==> config.mk <==
export PLATFORM = sky130hd
export DESIGN_NAME = apb_regfile_slave_flat
export DESIGN_NICKNAME = d
export VERILOG_FILES = /design/src/rtl/apb_regfile_slave_if.sv /design/src/rtl/apb_regfile_slave.sv /design/src/flat_wrapper.sv
export SDC_FILE = /design/constraint.sdc
export NUM_CORES = 1
export LEC_CHECK = 0
export ABC_AREA = 1
export BUFFER_PORTS_ARGS = -buffer_cell sky130_fd_sc_hd__buf_2
export CORE_AREA = 2 2 172 174
export DETAILED_ROUTE_END_ITERATION = 8
export DIE_AREA = 0 0 174 176
export GPL_ROUTABILITY_DRIVEN = 0
export MAX_ROUTING_LAYER = met4
export PLACE_DENSITY = 0.78
export SLEW_MARGIN = 20
export SYNTH_ARGS = -nofsm -noshare
export SYNTH_HDL_FRONTEND = slang
export SYNTH_SLANG_ARGS = --single-unit
==> constraint.sdc <==
create_clock -name PCLK -period 2.45 [get_ports PCLK]
set_clock_uncertainty 0.1 [all_clocks]
set_input_delay 0.49 -clock PCLK [delete_from_list [all_inputs] [get_ports PCLK]]
set_output_delay 0.49 -clock PCLK [all_outputs]
set_load 0.02 [all_outputs]
==> src/rtl/apb_regfile_slave_if.sv <==
// APB bus bundle for apb_regfile_slave: master drives the request, slave returns
// registered read data, ready and error.
interface apb_regfile_slave_if #(
  parameter int unsigned DATA_W = 32,
  parameter int unsigned ADDR_W = 8
);
  localparam int unsigned STRB_W = DATA_W / 8;

  logic              PSEL;
  logic              PENABLE;
  logic              PWRITE;
  logic [ADDR_W-1:0] PADDR;
  logic [DATA_W-1:0] PWDATA;
  logic [STRB_W-1:0] PSTRB;
  logic [DATA_W-1:0] PRDATA;
  logic              PREADY;
  logic              PSLVERR;

  modport master (
    output PSEL, PENABLE, PWRITE, PADDR, PWDATA, PSTRB,
    input  PRDATA, PREADY, PSLVERR
  );

  modport slave (
    input  PSEL, PENABLE, PWRITE, PADDR, PWDATA, PSTRB,
    output PRDATA, PREADY, PSLVERR
  );
endinterface

==> src/rtl/apb_regfile_slave.sv <==
// APB register file slave with programmable wait states and read-only mask.
// Optional macro APB_PSTRB_EN enables byte-lane write strobes and read strobe checking.
module apb_regfile_slave #(
  parameter int unsigned          DATA_W      = 32,
  parameter int unsigned          ADDR_W      = 8,
  parameter int unsigned          NUM_REGS    = 8,
  parameter int unsigned          WAIT_CYCLES = 0,
  parameter logic [NUM_REGS-1:0]  RO_MASK     = '0
) (
  input  logic                  PCLK,
  input  logic                  PRESET,
  apb_regfile_slave_if.slave    bus
);

  localparam int unsigned STRB_W = DATA_W / 8;
  localparam int unsigned IDXF_W = ADDR_W - 2;
  localparam int unsigned IDX_W  = (NUM_REGS > 1) ? $clog2(NUM_REGS) : 1;
  localparam int unsigned CNT_W  = 4;

  localparam logic [1:0] S_IDLE  = 2'd0;
  localparam logic [1:0] S_SETUP = 2'd1;
  localparam logic [1:0] S_WAIT  = 2'd2;
  localparam logic [1:0] S_DONE  = 2'd3;

  logic [1:0]        state_q,   state_d;
  logic [CNT_W-1:0]  cnt_q,     cnt_d;
  logic [ADDR_W-1:0] addr_q,    addr_d;
  logic              write_q,   write_d;
  logic [DATA_W-1:0] wdata_q,   wdata_d;
  logic [DATA_W-1:0] prdata_q,  prdata_d;
  logic              pready_q,  pready_d;
  logic              pslverr_q, pslverr_d;
  logic [DATA_W-1:0] regs_q [NUM_REGS];
  logic [DATA_W-1:0] regs_d [NUM_REGS];

  logic [IDXF_W-1:0] idx_full_c;
  logic [IDX_W-1:0]  idx_c;
  logic              addr_ok_c;
  logic              rd_strb_err_c;
  logic              err_c;
  logic [DATA_W-1:0] wmerge_c;

  // Decode of the address captured at the start of the access phase
  assign idx_full_c = addr_q[ADDR_W-1:2];
  assign idx_c      = IDX_W'(idx_full_c);
  assign addr_ok_c  = (addr_q[1:0] == 2'b00) && (32'(idx_full_c) < NUM_REGS);

`ifdef APB_PSTRB_EN
  logic [STRB_W-1:0] strb_q, strb_d;

  assign rd_strb_err_c = !write_q && (strb_q != '0);

  always_comb begin
    wmerge_c = regs_q[idx_c];
    for (int b = 0; b < int'(STRB_W); b++) begin
      if (strb_q[b]) wmerge_c[b*8 +: 8] = wdata_q[b*8 +: 8];
    end
  end
`else
  logic unused_pstrb;

  assign unused_pstrb  = ^bus.PSTRB;
  assign rd_strb_err_c = 1'b0;
  assign wmerge_c      = wdata_q;
`endif

  assign err_c = !addr_ok_c || (write_q && RO_MASK[idx_c]) || rd_strb_err_c;

  // Next-state, capture and commit logic
  always_comb begin
    state_d   = state_q;
    cnt_d     = cnt_q;
    addr_d    = addr_q;
    write_d   = write_q;
    wdata_d   = wdata_q;
    prdata_d  = prdata_q;
    pslverr_d = 1'b0;
    regs_d    = regs_q;
`ifdef APB_PSTRB_EN
    strb_d    = strb_q;
`endif

    case (state_q)
      S_IDLE: begin
        if (bus.PSEL && !bus.PENABLE) begin
          state_d = S_SETUP;
        end else if (bus.PSEL && bus.PENABLE) begin
          // Access phase without a setup phase: error out, touch nothing
          state_d   = S_DONE;
          pslverr_d = 1'b1;
        end
      end
      S_SETUP: begin
        if (!bus.PSEL) begin
          state_d = S_IDLE;
        end else if (bus.PENABLE) begin
          state_d = S_WAIT;
          cnt_d   = CNT_W'(WAIT_CYCLES);
          addr_d  = bus.PADDR;
          write_d = bus.PWRITE;
          wdata_d = bus.PWDATA;
`ifdef APB_PSTRB_EN
          strb_d  = bus.PSTRB;
`endif
        end
      end
      S_WAIT: begin
        if (!bus.PSEL) begin
          state_d = S_IDLE;
        end else if (cnt_q == '0) begin
          state_d   = S_DONE;
          pslverr_d = err_c;
          if (write_q) begin
            if (!err_c) regs_d[idx_c] = wmerge_c;
          end else begin
            prdata_d = addr_ok_c ? regs_q[idx_c] : '0;
          end
        end else begin
          cnt_d = cnt_q - CNT_W'(1);
        end
      end
      S_DONE: begin
        state_d = (bus.PSEL && !bus.PENABLE) ? S_SETUP : S_IDLE;
      end
      default: begin
        state_d = S_IDLE;
      end
    endcase

    pready_d = (state_d == S_DONE);
    if (state_d != S_DONE) pslverr_d = 1'b0;
  end

  always_ff @(posedge PCLK) begin
    if (PRESET) begin
      state_q   <= S_IDLE;
      cnt_q     <= '0;
      addr_q    <= '0;
      write_q   <= 1'b0;
      wdata_q   <= '0;
      prdata_q  <= '0;
      pready_q  <= 1'b0;
      pslverr_q <= 1'b0;
      regs_q    <= '{default: '0};
`ifdef APB_PSTRB_EN
      strb_q    <= '0;
`endif
    end else begin
      state_q   <= state_d;
      cnt_q     <= cnt_d;
      addr_q    <= addr_d;
      write_q   <= write_d;
      wdata_q   <= wdata_d;
      prdata_q  <= prdata_d;
      pready_q  <= pready_d;
      pslverr_q <= pslverr_d;
      regs_q    <= regs_d;
`ifdef APB_PSTRB_EN
      strb_q    <= strb_d;
`endif
    end
  end

  assign bus.PRDATA  = prdata_q;
  assign bus.PREADY  = pready_q;
  assign bus.PSLVERR = pslverr_q;

endmodule

==> src/flat_wrapper.sv <==
// flat-port wrapper written by rule: the top's interface ports become plain ports
module apb_regfile_slave_flat 
#(
  parameter int unsigned          DATA_W      = 32,
  parameter int unsigned          ADDR_W      = 8,
  parameter int unsigned          NUM_REGS    = 8,
  parameter int unsigned          WAIT_CYCLES = 0,
  parameter logic [NUM_REGS-1:0]  RO_MASK     = '0
)
  (PCLK, PRESET, bus_PSEL, bus_PENABLE, bus_PWRITE, bus_PADDR, bus_PWDATA, bus_PSTRB, bus_PRDATA, bus_PREADY, bus_PSLVERR);
  apb_regfile_slave_if #(.DATA_W(DATA_W), .ADDR_W(ADDR_W)) bus_i ();
  input  logic PCLK;
  input  logic PRESET;
  input wire logic [$bits(bus_i.PSEL)-1:0] bus_PSEL;
  input wire logic [$bits(bus_i.PENABLE)-1:0] bus_PENABLE;
  input wire logic [$bits(bus_i.PWRITE)-1:0] bus_PWRITE;
  input wire logic [$bits(bus_i.PADDR)-1:0] bus_PADDR;
  input wire logic [$bits(bus_i.PWDATA)-1:0] bus_PWDATA;
  input wire logic [$bits(bus_i.PSTRB)-1:0] bus_PSTRB;
  output wire logic [$bits(bus_i.PRDATA)-1:0] bus_PRDATA;
  output wire logic [$bits(bus_i.PREADY)-1:0] bus_PREADY;
  output wire logic [$bits(bus_i.PSLVERR)-1:0] bus_PSLVERR;
  assign bus_i.PSEL = bus_PSEL;
  assign bus_i.PENABLE = bus_PENABLE;
  assign bus_i.PWRITE = bus_PWRITE;
  assign bus_i.PADDR = bus_PADDR;
  assign bus_i.PWDATA = bus_PWDATA;
  assign bus_i.PSTRB = bus_PSTRB;
  assign bus_PRDATA = bus_i.PRDATA;
  assign bus_PREADY = bus_i.PREADY;
  assign bus_PSLVERR = bus_i.PSLVERR;
  apb_regfile_slave #(.DATA_W(DATA_W), .ADDR_W(ADDR_W), .NUM_REGS(NUM_REGS), .WAIT_CYCLES(WAIT_CYCLES), .RO_MASK(RO_MASK)) u_core (.PCLK(PCLK), .PRESET(PRESET), .bus(bus_i));
endmodule
==> results summary <==
The switching share of power came out at 24.9%. The starting DRC count in detailed routing is 2,136. The final layout contains 2,951 nets. The worst register-to-register path ends at u_core.regs_q[56]. STA puts the critical path data required time at 2770 ps. Across the run, the number of max-cap violations was 0.

The x dimension of the die came out at 174 microns. In the layout the commonest cells are 876 x nand2_1, 555 x inv_1, 374 x nor2_1, 336 x dfxtp_1, 269 x nand4_1. The hold path depth came out at 3. The die footprint came out at 0.0306 sq mm.

The count of buffering cells on the critical path with inverters included is 2. The worst hold path begins at bus_PADDR[1]. Synthesis instantiated 18 different standard cells from the library.

In this run the worst setup path begins at u_core.addr_q[3]. From bottom edge to top edge, the die measures 176 microns. The pin count of the biggest net entering global routing came out at 140. The final count of pins violating max slew was 0. The worst pin sits at a relative slew slack of 58.9%. In this run the power density over the cells is 631 mW/mm^2. The total setup violations reported at the end of the flow is 0. For the pin with the worst max-slew slack, the measured transition is 615 ps.

The number of input and output port buffers inserted is 78. The setup check on the worst reg-to-reg path leaves a slack of 260 ps. The final hold violation count came out at 0. The fraction of layout instances using a drive strength above 1 is 7.96%. The number of buffers added by the clock tree synthesis step is 37.

The count of antenna diodes in the layout came out at 0. Summed over all instances, the cell type with the most area after synthesis is dfxtp_1. The smallest setup slack after layout came out at 258 ps. The net count after synthesis came out at 2,961. Post-CTS repair changed the size of 0 cells. The largest individual stage delay along the critical path comes from the cell dfxtp_1. STA classifies the critical path endpoint as a register. The final clock period utilization by the worst path is 89.5%. The clock tree from TritonCTS is built. The depth of the CTS H-tree is 2. The share of the yosys chip area belonging to registers is 38.5%. Detailed placement ended at an HPWL of 29.5 mm. The cell class contributing the biggest share of worst-path delay is simple AND/OR/NAND/NOR gates. The data arrival time of the critical path is 2510 ps. The number of warnings reported in the yosys synthesis log came out at 0. The global-route usage over all layers is 33.5%. The tightest hold margin is 90.2 ps.

The first global-routing pass estimated 81.4 mm of wire. The run finished with clean final reports. The met1 capacity usage during global routing is 44.6%. Per report_power, the clock group accounts for 46.7% of the total. Yosys attributes the largest share of cell area to dfxtp_1 38%, nand2_1 19%, inv_1 12%. The sequential fraction of design power came out at 45.0%. The later-pin clock latency in the skew report came out at 530 ps. The summed instance area of the synthesized netlist came out at 0.0175 sq mm. The cell count of the worst reg-to-reg path is 7.

The largest single stage delay on the critical path is 560 ps. Static timing analysis puts the maximum clock frequency at 456 MHz. The first-pass iteration count of the detailed router came out at 6.

The count of hold buffers inserted by post-cts repair is 0. The worst path in the final design needs a cycle of 2190 ps, including I/O delays and setup. The total via count after detailed routing came out at 17,600. The met3 track demand over resource came out at 5.64%. The met2 layer usage reported by global route came out at 52.3%.

The standard cell core area came out at 0.0285 sq mm. The number of vias per cell came out at 5.31. The average instance in the mapped netlist occupies 6.02 sq um. In this run the critical register-to-register path is launched from u_core.addr_q[3].

The combinational power share is 8.3%. The residual DRC count is 0. The layer flagged by global routing as most heavily used is met2. The number of buffers added for setup after CTS is 0. Row generation in the floorplan step produced 62 rows. Setup repair after global routing left no endpoint under its margin.

The share of Yosys cell area claimed by the top area cell type came out at 38.5%. For this design the top-level I/O count stands at 83. The gate count after technology mapping is 2,910. The worst-case setup slack after placement is 221 ps. The root cell of the clock tree is clkbuf_16. The number of global-route vias before repair is 15,900.

The area added between synthesis and finish is 11.7%. The maximum VDD drop is 0.583 mV. The maximum fanout encountered on the critical timing path is 14. The number of routed nets with antenna violations is 0. The depth of the critical timing path with buffers and inverters included came out at 7. The min-delay analysis places its worst path in the category in2reg. The final global-route overflow total came out at 0. Leaving out fill and tap cells, the most frequent cell in the layout is nand2_1.

The starting density of the core came out at 61.4%. The number of clock sinks came out at 337. The initial antenna violation count came out at 0.

The CTS clock-pin slew for the worst setup and hold paths is 60 ps. For this design the static power due to leakage is 9.26 nW. The routed wire length is 50.4 mm. The critical path ends at u_core.regs_q[56]. The switching power is 0.00307 W. The startpoint-to-endpoint class of the critical path is reg2reg. The worst setup path is launched from a register. After synthesis the netlist holds a flip-flop and latch count of 337.

The critical path goes through nand2_1, nor2_4, buf_4, buf_4, nand4_1, nand2_1, nor2_1. The accumulated negative setup slack came out at 0 ps. Internal power comes to 0.00927 W. The clock passes through at most 3 buffers. Dividing the detail-routed wire length by the instance count gives 15.2 microns.
-- worst min-delay path, cell delays in order --
cell and delay (ps):
buf_2 80, nor2_1 30, nor2_1 80
-- sequential cells by signal (all words and copies together) (netlist names) --
| signal | cells |
|---|---|
| u_core.cnt_q | 4 |
| u_core.regs_q | 256 |
| u_core.wdata_q | 32 |
| u_core.bus.PREADY | 1 |
| u_core.bus.PSLVERR | 1 |
| u_core.bus.PRDATA | 32 |
| u_core.addr_q | 8 |
| u_core.state_q | 2 |
| u_core.write_q | 1 |
-- final cells by class --
| type | count | area [sq um] |
|---|---|---|
| Clock inverter | 17 | 194 |
| Tap cell | 384 | 480 |
| Multi-Input combinational cell | 1778 | 7740 |
| Inverter | 596 | 2240 |
| Sequential cell | 337 | 6750 |
| Fill cell | 2561 | 8970 |
| Clock buffer | 50 | 1060 |
| Timing Repair Buffer | 150 | 1120 |
-- Yosys cell counts --
cell type    n
o21ai_0     57
ha_1         2
buf_2       74
nand3_1    111
nor3_2       1
nand4_1    269
clkinv_1    33
a21oi_1     75
dfxtp_1    337
buf_4        2
clkbuf_1    96
inv_2        7
nand2_1    876
nor2_2       8
xnor2_1      1
buf_1       27
nor2_1     378
inv_1      556
-- worst min-delay path by stage --
| stage | end |
|---|---|
| after detailed placement | u_core.addr_q[6] |
| final | u_core.addr_q[1] |
| after global placement | u_core.addr_q[6] |
| after floorplan | u_core.addr_q[6] |
| after CTS | u_core.addr_q[7] |
| after global routing | u_core.addr_q[5] |
-- kinds of logic after synthesis --
logic type,count (synthesis),share of synthesized area (%)
buffers and inverters,795,17.6
adders and majority gates,2,0.143
and+or+nand+nor,1643,40.0
xor gates and xnor gates,1,0.0500
AOI/OAI and AO/OA,132,3.77
DFF,337,38.5
-- metal layers --
layer	vias to the layer above	part of all wire [%]	wire length, microns
met5	-	0	0
met4	0	2.8	1390
met3	120	11	5360
met2	883	45	22500
met1	7792	42	21100
li1	8778	-	-
-- through the flow --
stage / std cells / utilization [%] / instance area, sq um / total power, W
after floorplan: 2910 / - / 17500 / 0.00633
after global routing: 3312 / 68.6 / 19600 / 0.0127
final: 3312 / 68.6 / 19600 / 0.0123
after detailed placement: 3245 / 64.2 / 18300 / 0.00667
after global placement: 3245 / 64.2 / 18300 / 0.00666
after CTS: 3312 / 68.6 / 19600 / 0.0124
-- power groups by stage --
stage	registers [W]	logic, W	clock network [W]
2_1_floorplan	0.00569	0.000636	0
3_3_place_gp	0.00567	0.000986	0
3_5_place_dp	0.00567	0.000997	0
4_1_cts	0.00555	0.00100	0.00580
5_1_grt	0.00556	0.00112	0.00603
6_report	0.00555	0.00103	0.00577
(Power assumes the default switching activity.)
